--- src/rtl/divby3_word_feeder.sv ---
// Word-to-serial feeder for the divisible-by-3 FSM: clears it, shifts a word MSB first, returns the flag.
// Optional DIVBY3_SELFCHK_EN adds chk_err, a shadow remainder cross-check of the downstream flag.
module divby3_word_feeder #(
    parameter int W = 8
) (
    input  logic         clk,
    input  logic         rst,
    input  logic [W-1:0] in_data,
    input  logic         in_valid,
    output logic         in_ready,
    output logic         ser_bit,
    output logic         fsm_rstn,
    input  logic         div_in,
    output logic         res_valid,
    output logic         res_div,
`ifdef DIVBY3_SELFCHK_EN
    output logic [W-1:0] res_data,
    output logic         chk_err
`else
    output logic [W-1:0] res_data
`endif
);

    localparam int CW = $clog2(W);

    typedef enum logic [1:0] {
        IDLE   = 2'd0,
        CLR    = 2'd1,
        SHIFT  = 2'd2,
        SAMPLE = 2'd3
    } state_t;

    state_t         state_q, state_d;
    logic [W-1:0]   shreg_q, shreg_d;
    logic [W-1:0]   hold_q, hold_d;
    logic [CW-1:0]  cnt_q, cnt_d;
    logic           in_ready_q, in_ready_d;
    logic           ser_bit_q, ser_bit_d;
    logic           fsm_rstn_q, fsm_rstn_d;
    logic           res_valid_q, res_valid_d;
    logic           res_div_q, res_div_d;
    logic [W-1:0]   res_data_q, res_data_d;

    always_comb begin
        state_d   = state_q;
        shreg_d   = shreg_q;
        hold_d    = hold_q;
        cnt_d     = cnt_q;
        ser_bit_d = 1'b0;
        unique case (state_q)
            IDLE: begin
                if (in_valid && in_ready_q) begin
                    shreg_d = in_data;
                    hold_d  = in_data;
                    state_d = CLR;
                end
            end
            CLR: begin
                state_d   = SHIFT;
                cnt_d     = CW'(W - 1);
                ser_bit_d = shreg_q[W-1];
                shreg_d   = shreg_q << 1;
            end
            SHIFT: begin
                if (cnt_q == '0) begin
                    state_d = SAMPLE;
                end else begin
                    cnt_d     = cnt_q - 1'b1;
                    ser_bit_d = shreg_q[W-1];
                    shreg_d   = shreg_q << 1;
                end
            end
            SAMPLE: state_d = IDLE;
            default: state_d = IDLE;
        endcase
    end

    // Output flops are loaded from the next state so every output is a clean register.
    always_comb begin
        in_ready_d  = (state_d == IDLE);
        fsm_rstn_d  = (state_d != CLR);
        res_valid_d = (state_q == SAMPLE);
        res_div_d   = res_div_q;
        res_data_d  = res_data_q;
        if (state_q == SAMPLE) begin
            res_div_d  = div_in;
            res_data_d = hold_q;
        end
    end

    always_ff @(posedge clk) begin
        if (rst) begin
            state_q     <= IDLE;
            shreg_q     <= '0;
            hold_q      <= '0;
            cnt_q       <= '0;
            in_ready_q  <= 1'b1;
            ser_bit_q   <= 1'b0;
            fsm_rstn_q  <= 1'b0;
            res_valid_q <= 1'b0;
            res_div_q   <= 1'b0;
            res_data_q  <= '0;
        end else begin
            state_q     <= state_d;
            shreg_q     <= shreg_d;
            hold_q      <= hold_d;
            cnt_q       <= cnt_d;
            in_ready_q  <= in_ready_d;
            ser_bit_q   <= ser_bit_d;
            fsm_rstn_q  <= fsm_rstn_d;
            res_valid_q <= res_valid_d;
            res_div_q   <= res_div_d;
            res_data_q  <= res_data_d;
        end
    end

    assign in_ready  = in_ready_q;
    assign ser_bit   = ser_bit_q;
    assign fsm_rstn  = fsm_rstn_q;
    assign res_valid = res_valid_q;
    assign res_div   = res_div_q;
    assign res_data  = res_data_q;

`ifdef DIVBY3_SELFCHK_EN
    logic [1:0] rem_q, rem_d;
    logic       chk_err_q, chk_err_d;

    function automatic logic [1:0] mod3_step(input logic [1:0] r, input logic b);
        logic [1:0] n;
        unique case ({r, b})
            3'b000:  n = 2'd0;
            3'b001:  n = 2'd1;
            3'b010:  n = 2'd2;
            3'b011:  n = 2'd0;
            3'b100:  n = 2'd1;
            3'b101:  n = 2'd2;
            default: n = 2'd0;
        endcase
        return n;
    endfunction

    // ser_bit_q is the bit the downstream FSM consumes at this edge.
    always_comb begin
        rem_d     = rem_q;
        chk_err_d = 1'b0;
        unique case (state_q)
            CLR:     rem_d = 2'd0;
            SHIFT:   rem_d = mod3_step(rem_q, ser_bit_q);
            SAMPLE:  chk_err_d = (div_in != (rem_q == 2'd0));
            default: rem_d = rem_q;
        endcase
    end

    always_ff @(posedge clk) begin
        if (rst) begin
            rem_q     <= 2'd0;
            chk_err_q <= 1'b0;
        end else begin
            rem_q     <= rem_d;
            chk_err_q <= chk_err_d;
        end
    end

    assign chk_err = chk_err_q;
`endif

endmodule
--- config.mk ---
export PLATFORM = sky130hd
export DESIGN_NAME = divby3_word_feeder
export DESIGN_NICKNAME = d
export VERILOG_FILES = /design/src/rtl/divby3_word_feeder.sv
export SDC_FILE = /design/constraint.sdc
export NUM_CORES = 1
export LEC_CHECK = 0
export CAP_MARGIN = 10
export CELL_PAD_IN_SITES_DETAIL_PLACEMENT = 0
export CELL_PAD_IN_SITES_GLOBAL_PLACEMENT = 1
export CORE_ASPECT_RATIO = 0.7
export CORE_MARGIN = 5
export CORE_UTILIZATION = 42
export DETAILED_ROUTE_END_ITERATION = 12
export MAX_ROUTING_LAYER = met4
export PLACE_DENSITY = 0.92
export SYNTH_ARGS = -nofsm -noshare
export SYNTH_HDL_FRONTEND = slang
export SYNTH_SLANG_ARGS = --single-unit
--- constraint.sdc ---
create_clock -name clk -period 2.35 [get_ports clk]
set_input_delay 0.705 -clock clk [delete_from_list [all_inputs] [get_ports clk]]
set_output_delay 0.705 -clock clk [all_outputs]
set_load 0.005 [all_outputs]
# [After elaboration in Yosys (flattened, before gate mapping)]
# Cells that the tools add are included.
[word_totals] ff_bits=34 in_bits=12 word_cells=36
[classes] n_addsub=1 eq_ne=6 mux=10 reduce_logical=9
[op_table] operator="one-hot mux 8 bit (3 select lines)" n=1
[op_table] operator="2-to-1 mux 8 bit" n=2
[op_table] operator="one-hot mux 2 bit (4 select lines)" n=1
[op_table] operator="one-hot mux 3 bit (2 select lines)" n=1
[op_table] operator="== test 2 bit, second input constant" n=2
[op_table] operator="zero test 2 bit" n=2
[op_table] operator="2-to-1 mux 2 bit" n=2
[op_table] operator="!= test 2 bit, second input constant" n=2
[op_table] operator="AND reduction 2 bit" n=2
[op_table] operator="zero test 3 bit" n=1
[op_table] operator="2-to-1 mux 3 bit" n=1
[op_table] operator="AND reduction 3 bit" n=1
[op_table] operator="nonzero test 3 bit" n=1
[op_table] operator="subtractor 3 x 1 -> 3 bit, second input constant" n=1
[op_table] operator="== test 2 x 1 -> 1 bit, second input constant" n=1
[op_table] operator="!= test 2 x 1 -> 1 bit, second input constant" n=1
[op_table] operator="one-hot mux 1 bit (2 select lines)" n=1
[op_table] operator="nonzero test 2 bit" n=1
[op_table] operator="logical AND 1 bit" n=1
[op_table] operator="2-to-1 mux 1 bit" n=1

# [Logic depth before layout (Yosys ltp)]
[logic_depth] ltp_word=4 depth_mapped=7 ltp_nobuf=6

# [Worst setup path before layout]
# No wires, ideal clock.
[synth_path] path_kind="flip-flop to flip-flop" start="reg state_q[0]" end="reg shreg_q[2]" setup_ns=0.079 arrival_time_ns=1.534 required_ns=2.271 slack_ns=0.737 stages_incl_launch_ff=7 n_path_buf=1 period_less_slack_ns=1.613 path_cell_list="dfxtp_1 > inv_1 > ha_1 > a221oi_4 > buf_6 > nor2_1 > a211oi_2"
[synth_via] elab_chain_cells=3 word_cells_on_any_way=8
[synth_rtl] element="start, declared" line_no="33" text="state_t state_q, state_d;"
[synth_rtl] element="start signal, assigned" line_no="104" text="state_q <= state_d;"
[synth_rtl] element="== test 2 bit, or another cell as far along" line_no="50" text="unique case (state_q)"
[synth_rtl] element="!= test 2 bit (no source line) or nonzero test 3 bit (tied branches)"
[synth_rtl] element="AND reduction 3 bit (no source line)"
[synth_rtl] element="end signal, assigned" line_no="105" text="shreg_q <= shreg_d;"
[synth_rtl] element="end, declared" line_no="34" text="logic [W-1:0] shreg_q, shreg_d;"
# Several ways; a longest one is shown, not always the timed one.
# A chain may end at the register's enable or synchronous reset.

# [Final worst setup path]
[layout_path] start="reg in_ready_q (netlist: in_ready)" end="out in_ready"
[layout_rtl] element="start, declared" line_no="37" text="logic in_ready_q, in_ready_d;"
[layout_rtl] element="start signal, assigned" line_no="108" text="in_ready_q <= in_ready_d;"
[layout_rtl] element="end, declared" line_no="10" text="output logic in_ready,"
# No word-level cell between the ends.

==> flow_metrics.py <==
metrics = {
    "status": {
        "status": "finished, final reports clean",
    },
    "worst_setup_path": {
        "startpoint": "in_ready",
        "r2r-end": "shreg_q[5]",
        "endpoint_kind": "output pin",
        "worst_setup_path_start_kind": "flip-flop",
        "critPathRequiredTime_ps": 1640,
        "reg2reg_depth": 6,
        "crit_family": "buffers and inverters",
        "crit_fanout": 4,
        "r2r_start": "state_q[0]",
        "crit_arrival_ps": 1180,
        "max_stage_delay_ps": 520,
        "path_cells": "clkdlybuf4s50_1",
        "worstSetupPathType": "flip-flop to output pin",
        "critPathBufInv": 1,
        "cpMaxStageDelayCell": "clkdlybuf4s50_1",
        "reg2reg_slack_ps": 560,
    },
    "clock_tree": {
        "cts.repair.resized": 0,
        "htree_num_levels": 2,
        "cts-buffers-inserted": 5,
        "cts.path.max_buffers": 2,
        "clock-sinks": 34,
        "hold_buffers": 0,
        "cts_tree": "built",
        "cts-root-buf": "clkbuf_8",
        "clk_latency_ps": 290,
        "path_clk_slew_ps": 80,
        "post_cts_buffers": 0,
    },
    "floorplan": {
        "die_h_um": 58.5,
        "fp.dieW_um": 79.3,
        "num_rows": 17,
        "start_util_pct": 44.3,
        "dieArea_um2": 4650,
        "io_pins": 25,
        "core_um2": 3190,
    },
    "timing": {
        "fin_ws_ps": 466,
        "timing.fmax_mhz": 531,
        "period_share_pct": 80.2,
        "relSlewSlack_pct": 57.6,
        "fin_crit_ps": 1880,
        "fin_worst_skew_ps": 9.14,
        "timing_hold_violations_final": 0,
        "grt_setup_unrepaired": "false",
        "setup_tns_ps": 0,
        "finalMaxSlewViolations": 0,
        "worst_pin_slew_ps": 635,
        "hold_ws_ps": 477,
        "finalSetupViolCount": 0,
    },
    "power": {
        "p_leak_nw": 0.761,
        "ir_drop_mv": 0.532,
        "power.density_nw_per_um2": 1270,
        "totalPowerFinal_mw": 2.32,
    },
    "synth": {
        "synthMuxAreaShare_pct": 17.7,
        "synth_fp_nets": 158,
        "synth-seq-cells": 34,
        "synth-simple-area-share_pct": 11.7,
        "synth_seq_area_share_pct": 48.1,
        "synth_top_family_by_area": "multiplexers",
        "syn_avg_cell_area_um2": 10.2,
        "yosysUniqueCellTypes": 22,
        "synth.cell_area_um2": 1410,
        "synth_xor_area_share_pct": 0,
        "synth_compound_gate_area_share_pct": 11.5,
        "postSynthCellCount": 138,
        "yosysWarnings": 0,
        "synthAdderAreaFrac_pct": 7.08,
    },
    "detailed_routing": {
        "antenna_left": 0,
        "wl_per_cell_um": 13.7,
        "dr_total_vias": 1048,
        "viasPerCell": 5.11,
        "drc_errors": 0,
        "drt_pass1_iterations": 4,
        "drtIter0Drc": 28,
        "wirelength_um": 2810,
    },
    "job": {
        "drv_cap": 0,
    },
    "global_routing": {
        "overflow": 0,
        "grt_util_all_layers_pct": 13.6,
        "first_global_vias": 1075,
        "grt_max_degree": 19,
        "grt_pass1_wl_um": 4690,
        "grt_antenna_before_repair": 0,
    },
    "cells_and_area": {
        "final_cell_mix": "dfxtp_1, nor2_1, mux2i_1",
        "nets": 186,
        "layout_commonest_cell": "dfxtp_1",
        "areaGrowthSynthToFinish_pct": 29.4,
        "drive_above_1_share_pct": 8.38,
        "num_antenna_cells": 0,
        "post-route-util_pct": 57.3,
    },
    "placed_design": {
        "place.gp.congestion": 0.762,
        "port_buffers": 24,
        "post-place-ws_ps": 225,
        "dpl.hpwl_um": 1970,
    },
    "hold_path": {
        "holdPathEnd": "ser_bit",
        "min_from": "shreg_q[7]",
        "hold_class": "flip-flop to flip-flop",
        "min_path_cells": 1,
    },
}
registers in the layout, indices dropped and copies added, names as in the netlist:
signal,flops
cnt_q,3
fsm_rstn,1
hold_q,8
in_ready,1
res_data,8
res_div,1
res_valid,1
ser_bit,1
shreg_q,8
state_q,2
logic make-up after synthesis:
logic type / after synthesis
simple gates: 39
flops: 34
mux: 25
compound gates: 20
buf+inv: 12
fa+ha+maj: 8
synthesized netlist by cell type:
cell type | count | share of area (%)
nand2_1 | 2 | 0.53
o32ai_1 | 1 | 0.62
nor2b_1 | 3 | 1.3
ha_1 | 8 | 7.1
nand3_1 | 2 | 0.71
nand2b_1 | 1 | 0.44
buf_6 | 1 | 0.80
inv_1 | 6 | 1.6
o21bai_1 | 1 | 0.53
a221oi_4 | 1 | 1.9
mux2i_1 | 25 | 18
a211oi_1 | 6 | 3.2
and2_1 | 1 | 0.44
o211a_1 | 1 | 0.71
nor2_1 | 29 | 7.7
a211oi_2 | 2 | 1.8
dfxtp_1 | 34 | 48
o21ai_0 | 1 | 0.35
clkbuf_1 | 3 | 0.80
a21oi_1 | 7 | 2.5
or2b_1 | 1 | 0.53
buf_2 | 2 | 0.71
worst max-delay path by stage:
stage,end,depth (start not counted)
global placement,shreg_q[4],6
detailed placement,shreg_q[5],6
finish,in_ready,1
global route,shreg_q[7],6
floorplan,shreg_q[2],6
CTS,in_ready,1
per-layer routing:
metal,track usage (%),up-vias,wire length (µm)
li1,-,525,-
met1,15.4,488,1270
met2,21.9,28,1320
met3,5.05,7,169
met4,5.88,0,52
met5,-,-,0
where the power goes:
part | internal (mW) | switching (mW)
Sequential | 0.733 | 0.0916
Combinational | 0.396 | 0.455
Clock | 0.425 | 0.222
Total | 1.55 | 0.768
metrics by stage:
step	area, µm²	instances
3_5_place_dp	1690	197
2_1_floorplan	1410	138
3_3_place_gp	1690	197
4_1_cts	1830	205
6_report	1830	205
5_1_grt	1830	205
cell type report:
| cell class | count | area [µm²] |
|---|---|---|
| clock buffer | 5 | 68.8 |
| clock inverter | 3 | 68.8 |
| fill | 273 | 1360 |
| inverter | 6 | 22.5 |
| multi-input combinational | 92 | 678 |
| sequential | 34 | 681 |
| tap | 38 | 47.5 |
| timing repair buffer | 27 | 263 |
Note: power is estimated with default switching activity, not from simulation.
==> variant 1: new RTL, same flow settings <==
Re-encode `state_t` (4 states) as one-hot, 4 bits wide.
--- a/src/rtl/divby3_word_feeder.sv
+++ b/src/rtl/divby3_word_feeder.sv
@@ -23,11 +23,11 @@
 
     localparam int CW = $clog2(W);
 
-    typedef enum logic [1:0] {
-        IDLE   = 2'd0,
-        CLR    = 2'd1,
-        SHIFT  = 2'd2,
-        SAMPLE = 2'd3
+    typedef enum logic [3:0] {
+        IDLE   = 4'b0001,
+        CLR    = 4'b0010,
+        SHIFT  = 4'b0100,
+        SAMPLE = 4'b1000
     } state_t;
 
     state_t         state_q, state_d;
Behaviour: same outputs for any inputs over 10 cycles, from zero or initial values and one cycle with rst high; not proved beyond that.
==> variant 1 against the unedited design <==
Synthesized cell count is 19% higher. Via count is 14% higher. Routed wire length is 19% higher. Area after synthesis is 6.7% higher. Final area is 3.6% higher. Maximum frequency is 11% lower. Die area is 5.7% higher. Sequential cell count is 2 higher. Setup slack worse by 0.23 ns. Critical endpoint is now shreg_q[2]. Largest cell class unchanged.
Power is not compared: it rests on default switching activity, and its combinational part moved more than twofold at a synthesized area within 25%.
==> variant 1: results <==
export IMPL_status="finished clean"
export IMPL_synth_top_cells_by_count="dfxtp_1, nand2_1, a21oi_1, nor2_1, inv_1"
export IMPL_yosysSeqAreaShare=0.478
export IMPL_synth_distinct_cells=35
export IMPL_fp_dieW_um=81.6
export IMPL_fin_nets=202
export IMPL_worstPathArrival_ns=2.31
export IMPL_synthesis_nets=178
export IMPL_n_fill_cell=305
export IMPL_vias=1196
export IMPL_dp_slack_ns=-0.0478
export IMPL_multi_input_area_um2=687
export IMPL_ys_top_cells_by_area="dfxtp_1, nand2_1, mux2i_1"
export IMPL_grt_usage=0.150
export IMPL_relSlewSlack=0.668
export IMPL_reg2reg_to="shreg_q[2]"
export IMPL_critPathKind="input pin to register"
export IMPL_place_hpwl_mm=2.45
export IMPL_antenna_found_initial=0
export IMPL_slowest_delay_ns=0.47
export IMPL_synth_compound_area_frac=0.153
export IMPL_hold_depth=2
export IMPL_drive_gt1_frac=0.106
export IMPL_critPathMaxFanout=11
export IMPL_crit_start="in_valid"
export IMPL_avgRoutedWirePerCell_um=14.0
export IMPL_hp_class="register to register"
export IMPL_whs_endpoint="shreg_q[4]"
export IMPL_finalCriticalPeriod_ns=2.12
export IMPL_grt_pass1_wl_mm=5.33
export IMPL_worstHoldStart="shreg_q[4]"
export IMPL_synth_mux_area_frac=0.0464
export IMPL_synthXorXnorAreaFrac=0.00580
export IMPL_fin_skew_ns=0.00552
export IMPL_grt_max_degree=27
export IMPL_r2r_slack_ns=0.40
export IMPL_r2r_start="state_q[1]"
export IMPL_gp_congestion=0.840
==> variant 1: layout make-up <==
type                            instances  area share
Sequential cell                        36       0.380
Multi-Input combinational cell        106       0.363
Timing Repair Buffer                   29       0.153
Clock buffer                            7      0.0509
Tap cell                               50      0.0330
Inverter                               10      0.0198
==> variant 1: metrics by stage <==
step	TNS (ns)	hold slack (ns)	instances	power, µW	cell area (µm²)
2_1_floorplan	0	0.425	164	811	1510
5_1_grt	0	0.471	238	1390	1890
3_5_place_dp	-0.126	0.446	231	869	1790
4_1_cts	0	0.456	238	1340	1890
3_3_place_gp	0	0.440	231	859	1790
6_report	0	0.456	238	1330	1890
==> variant 1: metal layers <==
metal,part of all wire,global-route usage,vias up
met2,0.47,0.222,26
met4,0.021,0.0806,0
met5,0,-,-
met1,0.46,0.182,549
met3,0.048,0.0482,7
li1,-,-,614
==> variant 1: worst register-to-register path, cell delays in order, from the launching register on <==
cell and delay (ns):
dfxtp_1 0.59, xor2_2 0.39, nand2_1 0.18, a2111oi_0 0.54, a211oi_1 0.12
==> variant 2: new RTL, config.mk and constraints unchanged <==
Without the edit above. Build with the macro `DIVBY3_SELFCHK_EN` defined.
--- a/src/rtl/divby3_word_feeder.sv
+++ b/src/rtl/divby3_word_feeder.sv
@@ -1,5 +1,7 @@
 // Word-to-serial feeder for the divisible-by-3 FSM: clears it, shifts a word MSB first, returns the flag.
 // Optional DIVBY3_SELFCHK_EN adds chk_err, a shadow remainder cross-check of the downstream flag.
+`define DIVBY3_SELFCHK_EN
+
 module divby3_word_feeder #(
     parameter int W = 8
 ) (
Function (old outputs only; new: chk_err): kept (equiv_simple and equiv_induct, registers matched by name and starting in step).
==> variant 2 against the unedited design <==
Maximum frequency down 1.6%. Final area increased by 5.3%. Area after synthesis is 8.8% higher. Global-route usage up 1.1 points. Register-to-register slack worse by 0.02 ns. Utilization decreased by 2.8 points. Total power down 5.2%. Setup slack lost 0.030 ns. Routed wire length up 9.6%. Sequential share of layout area grew 1.2 points. Sequential cell count increased by 3. Critical path type unchanged. Largest cell class is now multi-input gates.
==> variant 2: results <==
export IMPL_synth_top_cells_by_count="dfxtp_1, nor2_1, mux2i_1, a21oi_1, ha_1"
export IMPL_reg2reg_to="rem_q[1]"
export IMPL_yosysSeqAreaShare=0.482
export IMPL_whs_ns=0.449
export IMPL_vdd_drop_max_v=0.000429
export IMPL_synthesis_nets=171
export IMPL_r2r_slack_ns=0.54
export IMPL_drive_gt1_frac=0.0824
export IMPL_portBuffers=25
export IMPL_status="finished clean"
export IMPL_gp_congestion=0.760
export IMPL_fin_nets=200
export IMPL_synth_compound_area_frac=0.115
export IMPL_worstPathArrival_ns=1.21
export IMPL_m1WireLength_mm=1.31
export IMPL_vias=1143
export IMPL_dr_wl_met2_mm=1.54
export IMPL_grt_pass1_vias=1198
export IMPL_synthXorXnorAreaFrac=0.00570
export IMPL_ys_top_cells_by_area="dfxtp_1, mux2i_1, nor2_1"
export IMPL_dp_slack_ns=0.204
export IMPL_whs_endpoint="cnt_q[0]"
export IMPL_grt_max_degree=24
export IMPL_place_hpwl_mm=2.24
export IMPL_n_fill_cell=334
export IMPL_synth_distinct_cells=27
export IMPL_grt_usage=0.148
export IMPL_drt_wl_total_mm=3.08
export IMPL_ys_seq_elements=37
export IMPL_synthAdderAreaFrac=0.0570
export IMPL_avgSynthCellArea_um2=10.1
export IMPL_worstMarginPinSlew_ns=0.620
export IMPL_power_leakage_uw=0.000771
export IMPL_drtIter0Drc=43
==> variant 2: cell families (layout without fill, tap and decap cells) <==
| family | after synthesis | in the layout |
|---|---|---|
| and+or+nand+nor | 46 | 46 |
| DFF | 37 | 37 |
| xor gates and xnor gates | 1 | 1 |
| muxes | 26 | 26 |
| buffers and inverters | 12 | 42 |
| AOI/OAI and AO/OA | 23 | 23 |
| adders and majority gates | 7 | 7 |
==> variant 2: worst max-delay path by stage <==
stage | startpoint | end | slack, ns
3_3_place_gp | in_valid | shreg_q[3] | 0.28
2_1_floorplan | state_q[0] | shreg_q[1] | 0.76
5_1_grt | state_q[0] | rem_q[1] | 0.30
6_report | ser_bit | ser_bit | 0.44
4_1_cts | ser_bit | ser_bit | 0.43
3_5_place_dp | in_valid | shreg_q[5] | 0.20
==> variant 2: layout make-up <==
type,count,share of cell area
multi-input cells,103,0.385
flip-flops and latches,37,0.384
repair buffers,29,0.145
clock buffers,6,0.0377
well taps,50,0.0325
inverters,5,0.00974
clock inverters,2,0.00519
==> variant 2: routing by layer <==
layer / track usage / vias up
li1: - / 576
met1: 0.161 / 536
met2: 0.253 / 26
met3: 0.0460 / 5
met4: 0.0569 / 0
met5: - / -
==> variant 2: per-stage QoR <==
stage                     cell area, µm²  utilization  power, µW
after floorplan                     1540            -       1570
after global placement              1840        0.522       1720
after detailed placement            1840        0.522       1780
after CTS                           1930        0.545       2220
after global routing                1930        0.545       2370
final                               1930        0.545       2200
==> variant 2: power breakdown <==
| part | total, µW | internal, µW | switching (µW) |
|---|---|---|---|
| clock | 427 | 205 | 222 |
| sequential | 846 | 767 | 78.7 |
| combinational | 929 | 422 | 507 |
| total | 2200 | 1390 | 808 |
